$ cat src/rtl/stack_pkg.sv
// Shared constants, types and decode helpers for the LIFO stack block.
// Optional feature: STACK_ERR_EN adds the sticky overflow/underflow err port.
package stack_pkg;

  localparam int STACK_WIDTH_DEF = 8;
  localparam int STACK_DEPTH_DEF = 16;

  localparam int ERR_OVF = 1;
  localparam int ERR_UDF = 0;

  typedef struct packed {
    logic do_push;
    logic do_pop;
    logic do_tos;
  } op_dec_t;

  // push+pop is a conflict and cancels both; tos only acts when neither is requested.
  function automatic op_dec_t decode_op(input logic push, input logic pop,
                                        input logic tos, input logic is_empty,
                                        input logic is_full);
    op_dec_t dec;
    dec.do_push = push & ~pop & ~is_full;
    dec.do_pop  = pop & ~push & ~is_empty;
    dec.do_tos  = tos & ~push & ~pop & ~is_empty;
    return dec;
  endfunction

  // Returns error events indexed by ERR_OVF / ERR_UDF for this cycle's request.
  function automatic logic [1:0] err_events(input logic push, input logic pop,
                                            input logic tos, input logic is_empty,
                                            input logic is_full);
    logic [1:0] ev;
    logic       conflict;
    conflict     = push & pop;
    ev           = 2'b00;
    ev[ERR_OVF]  = (push & ~pop & is_full) | conflict;
    ev[ERR_UDF]  = (pop & ~push & is_empty) | (tos & ~push & ~pop & is_empty) | conflict;
    return ev;
  endfunction

endpackage

$ cat src/rtl/stack_ram.sv
// Stack storage: one synchronous write port, one asynchronous read port.
// Contents are intentionally not reset.
module stack_ram
  import stack_pkg::*;
#(
  parameter int WIDTH = STACK_WIDTH_DEF,
  parameter int DEPTH = STACK_DEPTH_DEF,
  parameter int AW    = $clog2(DEPTH)
) (
  input  logic             clk_i,
  input  logic             we_i,
  input  logic [AW-1:0]    waddr_i,
  input  logic [WIDTH-1:0] wdata_i,
  input  logic [AW-1:0]    raddr_i,
  output logic [WIDTH-1:0] rdata_o
);

  logic [WIDTH-1:0] mem_q [DEPTH];

  always_ff @(posedge clk_i) begin
    if (we_i) begin
      mem_q[waddr_i] <= wdata_i;
    end
  end

  assign rdata_o = mem_q[raddr_i];

endmodule

$ cat src/rtl/stack_unit.sv
// LIFO stack with registered read data and combinational occupancy flags.
// Define STACK_ERR_EN to add the sticky {overflow, underflow} err output.
module stack_unit
  import stack_pkg::*;
#(
  parameter int WIDTH = STACK_WIDTH_DEF,
  parameter int DEPTH = STACK_DEPTH_DEF
) (
  input  logic                     clk,
  input  logic                     rst,
  input  logic                     push,
  input  logic                     pop,
  input  logic                     tos,
  input  logic [WIDTH-1:0]         din,
  output logic [WIDTH-1:0]         dout,
  output logic                     empty,
  output logic                     full,
  output logic [$clog2(DEPTH):0]   count
`ifdef STACK_ERR_EN
  ,output logic [1:0]              err
`endif
);

  localparam int AW = $clog2(DEPTH);
  localparam int CW = AW + 1;
  localparam logic [AW-1:0] ONE_A   = AW'(1);
  localparam logic [CW-1:0] ONE_C   = CW'(1);
  localparam logic [CW-1:0] DEPTH_C = CW'(DEPTH);

  logic [CW-1:0]    sp_q, sp_d;
  logic [WIDTH-1:0] dout_q, dout_d;
  logic [AW-1:0]    rd_addr;
  logic [WIDTH-1:0] rd_data;
  logic             ram_we;
  op_dec_t          dec;

  assign empty = (sp_q == '0);
  assign full  = (sp_q == DEPTH_C);
  assign count = sp_q;
  assign dout  = dout_q;

  assign dec = decode_op(push, pop, tos, empty, full);

  // sp points at the next free slot, so the top entry lives at sp-1.
  assign rd_addr = sp_q[AW-1:0] - ONE_A;
  // Gating with rst keeps a push coinciding with reset from landing in memory.
  assign ram_we  = dec.do_push & ~rst;

  stack_ram #(
    .WIDTH (WIDTH),
    .DEPTH (DEPTH),
    .AW    (AW)
  ) u_ram (
    .clk_i   (clk),
    .we_i    (ram_we),
    .waddr_i (sp_q[AW-1:0]),
    .wdata_i (din),
    .raddr_i (rd_addr),
    .rdata_o (rd_data)
  );

  always_comb begin
    sp_d   = sp_q;
    dout_d = dout_q;
    if (dec.do_push) begin
      sp_d = sp_q + ONE_C;
    end else if (dec.do_pop) begin
      sp_d   = sp_q - ONE_C;
      dout_d = rd_data;
    end else if (dec.do_tos) begin
      dout_d = rd_data;
    end
  end

  always_ff @(posedge clk or posedge rst) begin
    if (rst) begin
      sp_q   <= '0;
      dout_q <= '0;
    end else begin
      sp_q   <= sp_d;
      dout_q <= dout_d;
    end
  end

`ifdef STACK_ERR_EN
  logic [1:0] err_q, err_d;

  always_comb begin
    err_d = err_q | err_events(push, pop, tos, empty, full);
  end

  always_ff @(posedge clk or posedge rst) begin
    if (rst) begin
      err_q <= 2'b00;
    end else begin
      err_q <= err_d;
    end
  end

  assign err = err_q;
`endif

endmodule

$ cat config.mk
export PLATFORM = sky130hd
export DESIGN_NAME = stack_unit
export DESIGN_NICKNAME = d
export VERILOG_FILES = /design/src/rtl/stack_pkg.sv /design/src/rtl/stack_ram.sv /design/src/rtl/stack_unit.sv
export SDC_FILE = /design/constraint.sdc
export NUM_CORES = 1
export LEC_CHECK = 0
export ABC_AREA = 1
export CORE_UTILIZATION = 54
export CTS_BUF_LIST = sky130_fd_sc_hd__clkbuf_4 sky130_fd_sc_hd__clkbuf_8 sky130_fd_sc_hd__clkbuf_16
export CTS_CLUSTER_SIZE = 10
export DETAILED_ROUTE_END_ITERATION = 16
export GPL_TIMING_DRIVEN = 0
export HOLD_SLACK_MARGIN = 0.03
export PLACE_DENSITY_LB_ADDON = 0.2
export SLEW_MARGIN = 20
export SYNTH_ARGS = -nofsm -noshare
export SYNTH_HDL_FRONTEND = slang
export SYNTH_SLANG_ARGS = --single-unit
$ cat constraint.sdc
create_clock -name clk -period 2.6 [get_ports clk]
set_clock_uncertainty 0.2 [all_clocks]
set_input_delay 0.52 -clock clk [delete_from_list [all_inputs] [get_ports clk]]
set_output_delay 0.52 -clock clk [all_outputs]
set_load 0.01 [all_outputs]
# Word level (Yosys, flattened, before mapping)
# Memories as Yosys holds them, arrays and structs flattened.
# Index checks and enable logic that the tools add are counted.
[classes]
magnitude_cmp = 0
muxes = 6
shifts = 0
add_sub_neg = 3
bitwise = 14
n_reduce_logical = 4
div = 0
multipliers = 0
n_eq_ne = 1
[ops]
columns = ["operator", "n"]
rows = [
  ["$mux W8", 2],
  ["$mux W5", 2],
  ["$and A1 B1 Y1", 8],
  ["$not A1 Y1", 6],
  ["$add A5 B1 Y5 const B", 1],
  ["$eq A5 B5 Y1 const B", 1],
  ["$logic_not A5 Y1", 1],
  ["$sub A5 B1 Y5 const B", 1],
  ["$reduce_bool A2 Y1", 2],
  ["$sub A4 B1 Y4 const B", 1],
  ["$mux W1", 2],
  ["$reduce_and A2 Y1", 1],
]
[totals]
memories = 1
mem_bits_ro = 0
ramBits = 128
latch_bits = 0
ff_bits = 13
[mem_list]
columns = ["name", "words", "word_bits", "rd", "rd_ports_with_merged_regs", "write_ports", "line", "source"]
rows = [
  ["u_ram.mem_q", 16, 8, 1, 0, 1, "stack_ram.sv:18", "logic [WIDTH-1:0] mem_q [DEPTH];"],
]

# Longest topological paths before layout
[logic_depth]
depth_word = 6
mapped_depth = 16
depth_no_buf = 14

# By module
# A second synthesis with hierarchy kept.
[unflattened]
cells_unflattened = 642
hier_area_um2 = 6409.9
[by_module_without_submodules]
columns = ["module", "cells_each", "instances", "area_per_inst_um2", "seq_area_each_um2"]
rows = [
  ["stack_ram", 543, 1, 5606.6, 3843.7],
  ["stack_unit", 99, 1, 803.3, 325.3],
]

# Least setup slack after synthesis
# No wires, ideal clock.
[synth_timing]
path_kind = "reg2reg"
start = "register sp_q[0], in the netlist count[0]"
end = "memory u_ram.mem_q[1][0] in the netlist's numbering, enable pin"
arrival_ns = 2.133
n_path_buf = 2
path_slack_ns = -0.103
stages_incl_launch_ff = 12
required_time_ns = 2.030
synth_period_minus_slack_ns = 2.703
path_cell_list = "dfrtp_1 inv_1 buf_2 buf_2 ha_1 inv_1 nor2_1 nand2_1 nand3_2 nor2_2 nand2_1 nor2_1"
[synth_via]
elab_chain_len = 6
[synth_rtl]
columns = ["item", "line", "source"]
rows = [
  ["start, declared", "stack_unit.sv:30", "logic [CW-1:0] sp_q, sp_d;"],
  ["start signal, assigned", "stack_unit.sv:80", "sp_q <= sp_d;"],
  ["$eq A5 B5 Y1", "stack_unit.sv:38", "assign full = (sp_q == DEPTH_C);"],
  ["$not A1 Y1", "stack_pkg.sv:22", "dec.do_push = push & ~pop & ~is_full;"],
  ["$and A1 B1 Y1", "stack_pkg.sv:22", ""],
  ["$and A1 B1 Y1", "stack_unit.sv:47", "assign ram_we = dec.do_push & ~rst;"],
  ["$mux W1", "stack_ram.sv:21", "if (we_i) begin"],
  ["$mux W1 (implied by the code)", "stack_ram.sv:22", "mem_q[waddr_i] <= wdata_i;"],
  ["end, declared", "stack_ram.sv:18", ""],
]
# Parallel ways exist; a longest one is shown, timed or not.

# Worst setup path in the final report
[layout_timing]
start = "register sp_q[3], in the netlist count[3]"
end = "output port empty"
[layout_via]
elab_chain_len = 1
[layout_rtl]
columns = ["item", "line", "source"]
rows = [
  ["$logic_not A5 Y1", "stack_unit.sv:37", "assign empty = (sp_q == '0);"],
  ["end, declared", "stack_unit.sv:16", "output logic empty,"],
]
# No other way between the ends.

==> run_summary.xml <==
<?xml version="1.0" encoding="UTF-8"?>
<metrics>
  <group name="clock_tree">
    <metric name="cts_sinks" unit="">141</metric>
    <metric name="clk_latency" unit="ns">0.42</metric>
    <metric name="cts.root.buffer_cell" unit="">sky130_fd_sc_hd__clkbuf_16</metric>
    <metric name="clkSlewWorstSetupHoldPaths" unit="ns">0.06</metric>
    <metric name="cts_tree" unit="">done</metric>
    <metric name="h-tree-depth" unit="">4</metric>
    <metric name="cts_buffers" unit="">17</metric>
    <metric name="clock_tree.buffer_depth" unit="">2</metric>
    <metric name="cts.hold.buffers_added" unit="">0</metric>
  </group>
  <group name="routing">
    <metric name="num_vias" unit="">4495</metric>
    <metric name="detailedRoute.firstPassIterationCount" unit="">6</metric>
    <metric name="drc_errors" unit="">0</metric>
    <metric name="drtAntennaViolNets" unit="">0</metric>
    <metric name="wl" unit="µm">15800</metric>
    <metric name="post_drt_via_cell_ratio" unit="">5.31</metric>
    <metric name="first_iter_violations" unit="">395</metric>
    <metric name="detail_route.wl_per_cell" unit="µm">18.6</metric>
  </group>
  <group name="placement">
    <metric name="port_buffers" unit="">27</metric>
    <metric name="place_inst" unit="">812</metric>
    <metric name="place.detailed.hpwl" unit="µm">10400</metric>
    <metric name="gp_congestion" unit="">0.943</metric>
    <metric name="dpl_cell_area" unit="mm²">0.00679</metric>
  </group>
  <group name="pwr">
    <metric name="power_per_cell_area" unit="mW/mm²">1190</metric>
    <metric name="p_total" unit="W">0.00902</metric>
    <metric name="p_leak" unit="nW">3.31</metric>
    <metric name="vdd_drop_max" unit="V">0.000640</metric>
  </group>
  <group name="timing">
    <metric name="final.min_clock_period" unit="ns">2.51</metric>
    <metric name="worst-slew-pin-transition" unit="ns">0.885</metric>
    <metric name="slew_headroom" unit="">0.408</metric>
    <metric name="fmax" unit="MHz">398</metric>
    <metric name="rsz0062_at_grt" unit="">false</metric>
    <metric name="hold_viol_final" unit="">0</metric>
    <metric name="fin_crit_sh" unit="">0.967</metric>
    <metric name="setup-violations-final" unit="">0</metric>
    <metric name="slew_violations" unit="">0</metric>
    <metric name="final_tns_setup" unit="ns">0</metric>
  </group>
  <group name="worst_setup_path">
    <metric name="worst_ep_required_time" unit="ns">1.88</metric>
    <metric name="crit_fanout" unit="">8</metric>
    <metric name="critPathMaxStageDelay" unit="ns">0.47</metric>
    <metric name="crit_arrival" unit="ns">1.79</metric>
    <metric name="rr_startpoint" unit="">count[3]</metric>
    <metric name="regToRegEndpoint" unit="">count[4]</metric>
    <metric name="end_kind" unit="">output pin</metric>
    <metric name="cp.depth" unit="">6</metric>
    <metric name="cpLargestDelayFamily" unit="">flip-flops</metric>
    <metric name="crit_path_start_kind" unit="">flop</metric>
    <metric name="critPathBufInv" unit="">3</metric>
    <metric name="worst_r2r_path_depth" unit="">13</metric>
    <metric name="r2r_setup_slack" unit="ns">0.14</metric>
    <metric name="crit_path_top_delay_cell" unit="">sky130_fd_sc_hd__dfrtp_2</metric>
    <metric name="crit_type" unit="">flop to output pin</metric>
    <metric name="cell_chain_critical_path" unit="">inv_1 &gt; nand2_2 &gt; nor2_4 &gt; nand2_2 &gt; inv_1 &gt; clkdlybuf4s15_2</metric>
  </group>
  <group name="global_routing">
    <metric name="grt_first_pass_wirelength" unit="µm">23200</metric>
    <metric name="globalRouteTotalUtil" unit="">0.281</metric>
    <metric name="vias_in_the_first_global_route" unit="">4115</metric>
    <metric name="grt.overflow.total" unit="">0</metric>
    <metric name="number_of_antenna_violations_at_the_first_check_in_global_routing" unit="">0</metric>
    <metric name="maximum_number_of_pins_on_one_net_before_global_route_repair" unit="">17</metric>
  </group>
  <group name="synthesis">
    <metric name="synth.distinct_cells" unit="">22</metric>
    <metric name="syn-num-nets" unit="">664</metric>
    <metric name="syn_area_per_cell" unit="µm²">9.87</metric>
    <metric name="ys_seq_elements" unit="">141</metric>
    <metric name="yosys_warnings" unit="">0</metric>
    <metric name="post_synth_inst_count" unit="">642</metric>
    <metric name="synth-seq-area-share" unit="">0.658</metric>
    <metric name="syn_area" unit="mm²">0.00634</metric>
  </group>
  <group name="hold_path">
    <metric name="min_delay_worst_endpoint" unit="">dout[5]</metric>
    <metric name="worstHoldPathType" unit="">flop to flop</metric>
    <metric name="holdPathStages" unit="">2</metric>
    <metric name="worst_hold_launch" unit="">dout[5]</metric>
  </group>
  <group name="finish">
    <metric name="post-route-util" unit="">0.663</metric>
    <metric name="number_of_non_filler_instances_in_the_completed_layout" unit="">847</metric>
    <metric name="drive_above_1_share" unit="">0.124</metric>
    <metric name="area.growth.synth_to_final" unit="%">19.5</metric>
    <metric name="finalInstanceArea" unit="mm²">0.00757</metric>
    <metric name="multi_input_area" unit="mm²">0.00178</metric>
    <metric name="num-fill-cells" unit="">904</metric>
    <metric name="register_area" unit="mm²">0.00417</metric>
    <metric name="antenna-diode-count" unit="">0</metric>
    <metric name="nets" unit="">713</metric>
  </group>
  <group name="die">
    <metric name="start_util" unit="">0.555</metric>
    <metric name="ios" unit="">28</metric>
    <metric name="floorplan.die.height" unit="µm">110</metric>
    <metric name="die_area" unit="mm²">0.0122</metric>
    <metric name="die_x" unit="µm">110</metric>
    <metric name="placement_rows" unit="">39</metric>
    <metric name="core_region_area" unit="mm²">0.0114</metric>
  </group>
  <group name="flow_run">
    <metric name="drv.max_cap_violation_count" unit="">0</metric>
  </group>
  <group name="run_status">
    <metric name="status" unit="">completed</metric>
  </group>
</metrics>
[power breakdown]
| part | leakage (nW) | switching [W] | internal, W | total, W |
|---|---|---|---|---|
| sequential | 1.31 | 0.000119 | 0.00263 | 0.00275 |
| clock | 0.279 | 0.000896 | 0.00140 | 0.00230 |
| combinational | 1.73 | 0.00267 | 0.00130 | 0.00397 |
| total | 3.31 | 0.00368 | 0.00534 | 0.00902 |
[synth_stat cells]
library cell	n	share of area
sky130_fd_sc_hd__a21o_1	1	0.0012
sky130_fd_sc_hd__edfxtp_1	128	0.61
sky130_fd_sc_hd__nand2_1	218	0.13
sky130_fd_sc_hd__o21ai_0	4	0.0032
sky130_fd_sc_hd__nor2_1	19	0.011
sky130_fd_sc_hd__buf_2	11	0.0087
sky130_fd_sc_hd__a21oi_1	2	0.0016
sky130_fd_sc_hd__dfrtp_1	13	0.051
sky130_fd_sc_hd__clkbuf_1	8	0.0047
sky130_fd_sc_hd__inv_1	115	0.068
sky130_fd_sc_hd__xnor2_1	2	0.0028
sky130_fd_sc_hd__xor2_2	1	0.0026
sky130_fd_sc_hd__xor2_1	1	0.0014
sky130_fd_sc_hd__inv_2	2	0.0012
sky130_fd_sc_hd__nand3_2	1	0.0016
sky130_fd_sc_hd__ha_1	8	0.016
sky130_fd_sc_hd__o21ai_2	1	0.0014
sky130_fd_sc_hd__buf_4	2	0.0024
sky130_fd_sc_hd__nor2_2	1	0.00099
sky130_fd_sc_hd__buf_1	2	0.0012
sky130_fd_sc_hd__fa_1	1	0.0032
sky130_fd_sc_hd__nand3_1	101	0.080
[layout make-up]
cell class | instances | share of cell area
timing repair buffer | 32 | 0.0418
buffer | 21 | 0.0155
clock buffer | 18 | 0.0572
clock inverter | 14 | 0.0167
tap | 143 | 0.0236
multi-input combinational | 361 | 0.236
sequential | 141 | 0.551
inverter | 117 | 0.0580
[cell usage in the layout, fill, tap and decap left out, types with 2 or more instances in the layout]
cell                              synthesis  layout
sky130_fd_sc_hd__dfrtp_1                 13       9
sky130_fd_sc_hd__clkbuf_1                 8       5
sky130_fd_sc_hd__ha_1                     8       7
sky130_fd_sc_hd__clkbuf_2                 0       2
sky130_fd_sc_hd__a21oi_1                  2       2
sky130_fd_sc_hd__clkbuf_16                0      17
sky130_fd_sc_hd__buf_4                    2       6
sky130_fd_sc_hd__clkdlybuf4s50_1          0      25
sky130_fd_sc_hd__o21ai_0                  4       3
sky130_fd_sc_hd__inv_1                  115     113
sky130_fd_sc_hd__buf_12                   0       2
sky130_fd_sc_hd__buf_2                   11      11
sky130_fd_sc_hd__bufinv_16                0       2
sky130_fd_sc_hd__inv_2                    2       4
sky130_fd_sc_hd__nand2_2                  0       7
sky130_fd_sc_hd__clkinv_1                 0       3
sky130_fd_sc_hd__nand3_1                101     101
sky130_fd_sc_hd__nand2_1                218     211
sky130_fd_sc_hd__nor2_1                  19       3
sky130_fd_sc_hd__nor2_4                   0      17
sky130_fd_sc_hd__dfrtp_2                  0       4
sky130_fd_sc_hd__xnor2_1                  2       2
sky130_fd_sc_hd__edfxtp_1               128     128
sky130_fd_sc_hd__clkinv_2                 0       6
[how the worst max path moves through the flow]
stage,from,end,slack [ns]
finish,count[3],empty,0.09
floorplan,count[0],u_ram.mem_q[1][0],-0.003
detailed placement,count[0],u_ram.mem_q[13][3],-0.64
global placement,count[0],dout[5],-0.58
global route,count[3],empty,0.01
CTS,count[3],u_ram.mem_q[10][1],-0.06
[metal layers]
layer  GRT usage  vias up  share of wire
met1       0.390     2133           0.43
met4       0.125        0          0.025
li1            -     2160              -
met2       0.429      171           0.47
met5           0        -              0
met3      0.0558       31          0.072
[flip-flops by register name (all words and copies together) (netlist names)]
| signal | flops |
|---|---|
| u_ram.mem_q | 128 |
| dout | 8 |
| count | 5 |
[stage by stage]
stage          setup slack [ns]  hold WS (ns)
3_3_place_gp             -0.583         0.261
5_1_grt                  0.0116         0.303
6_report                 0.0855         0.273
4_1_cts                 -0.0605         0.281
2_1_floorplan          -0.00263         0.197
3_5_place_dp             -0.637         0.265
[cells by family (layout without fill, tap and decap cells)]
family / Yosys count / count (layout) / share of synthesized area
fa+ha+maj: 9 / 9 / 0.0190
xor+xnor: 4 / 4 / 0.00672
simple gates: 340 / 340 / 0.223
compound gates: 8 / 8 / 0.00731
buf+inv: 140 / 202 / 0.0863
flops: 141 / 141 / 0.658
[tightest hold or removal path, cell delays in order, from the launching register on]
cell and delay (ns):
sky130_fd_sc_hd__dfrtp_1 0.34, sky130_fd_sc_hd__nand2_1 0.05, sky130_fd_sc_hd__nand2_1 0.05
[timing repair]
action	in CTS	in global routing
endpoints found under the setup margin	143	131
resized for setup	39	27
endpoints found under the hold margin	0	0
pin swaps	1	5
cloned	0	0
buffers inserted	2	3
(Power assumes the default switching activity.)
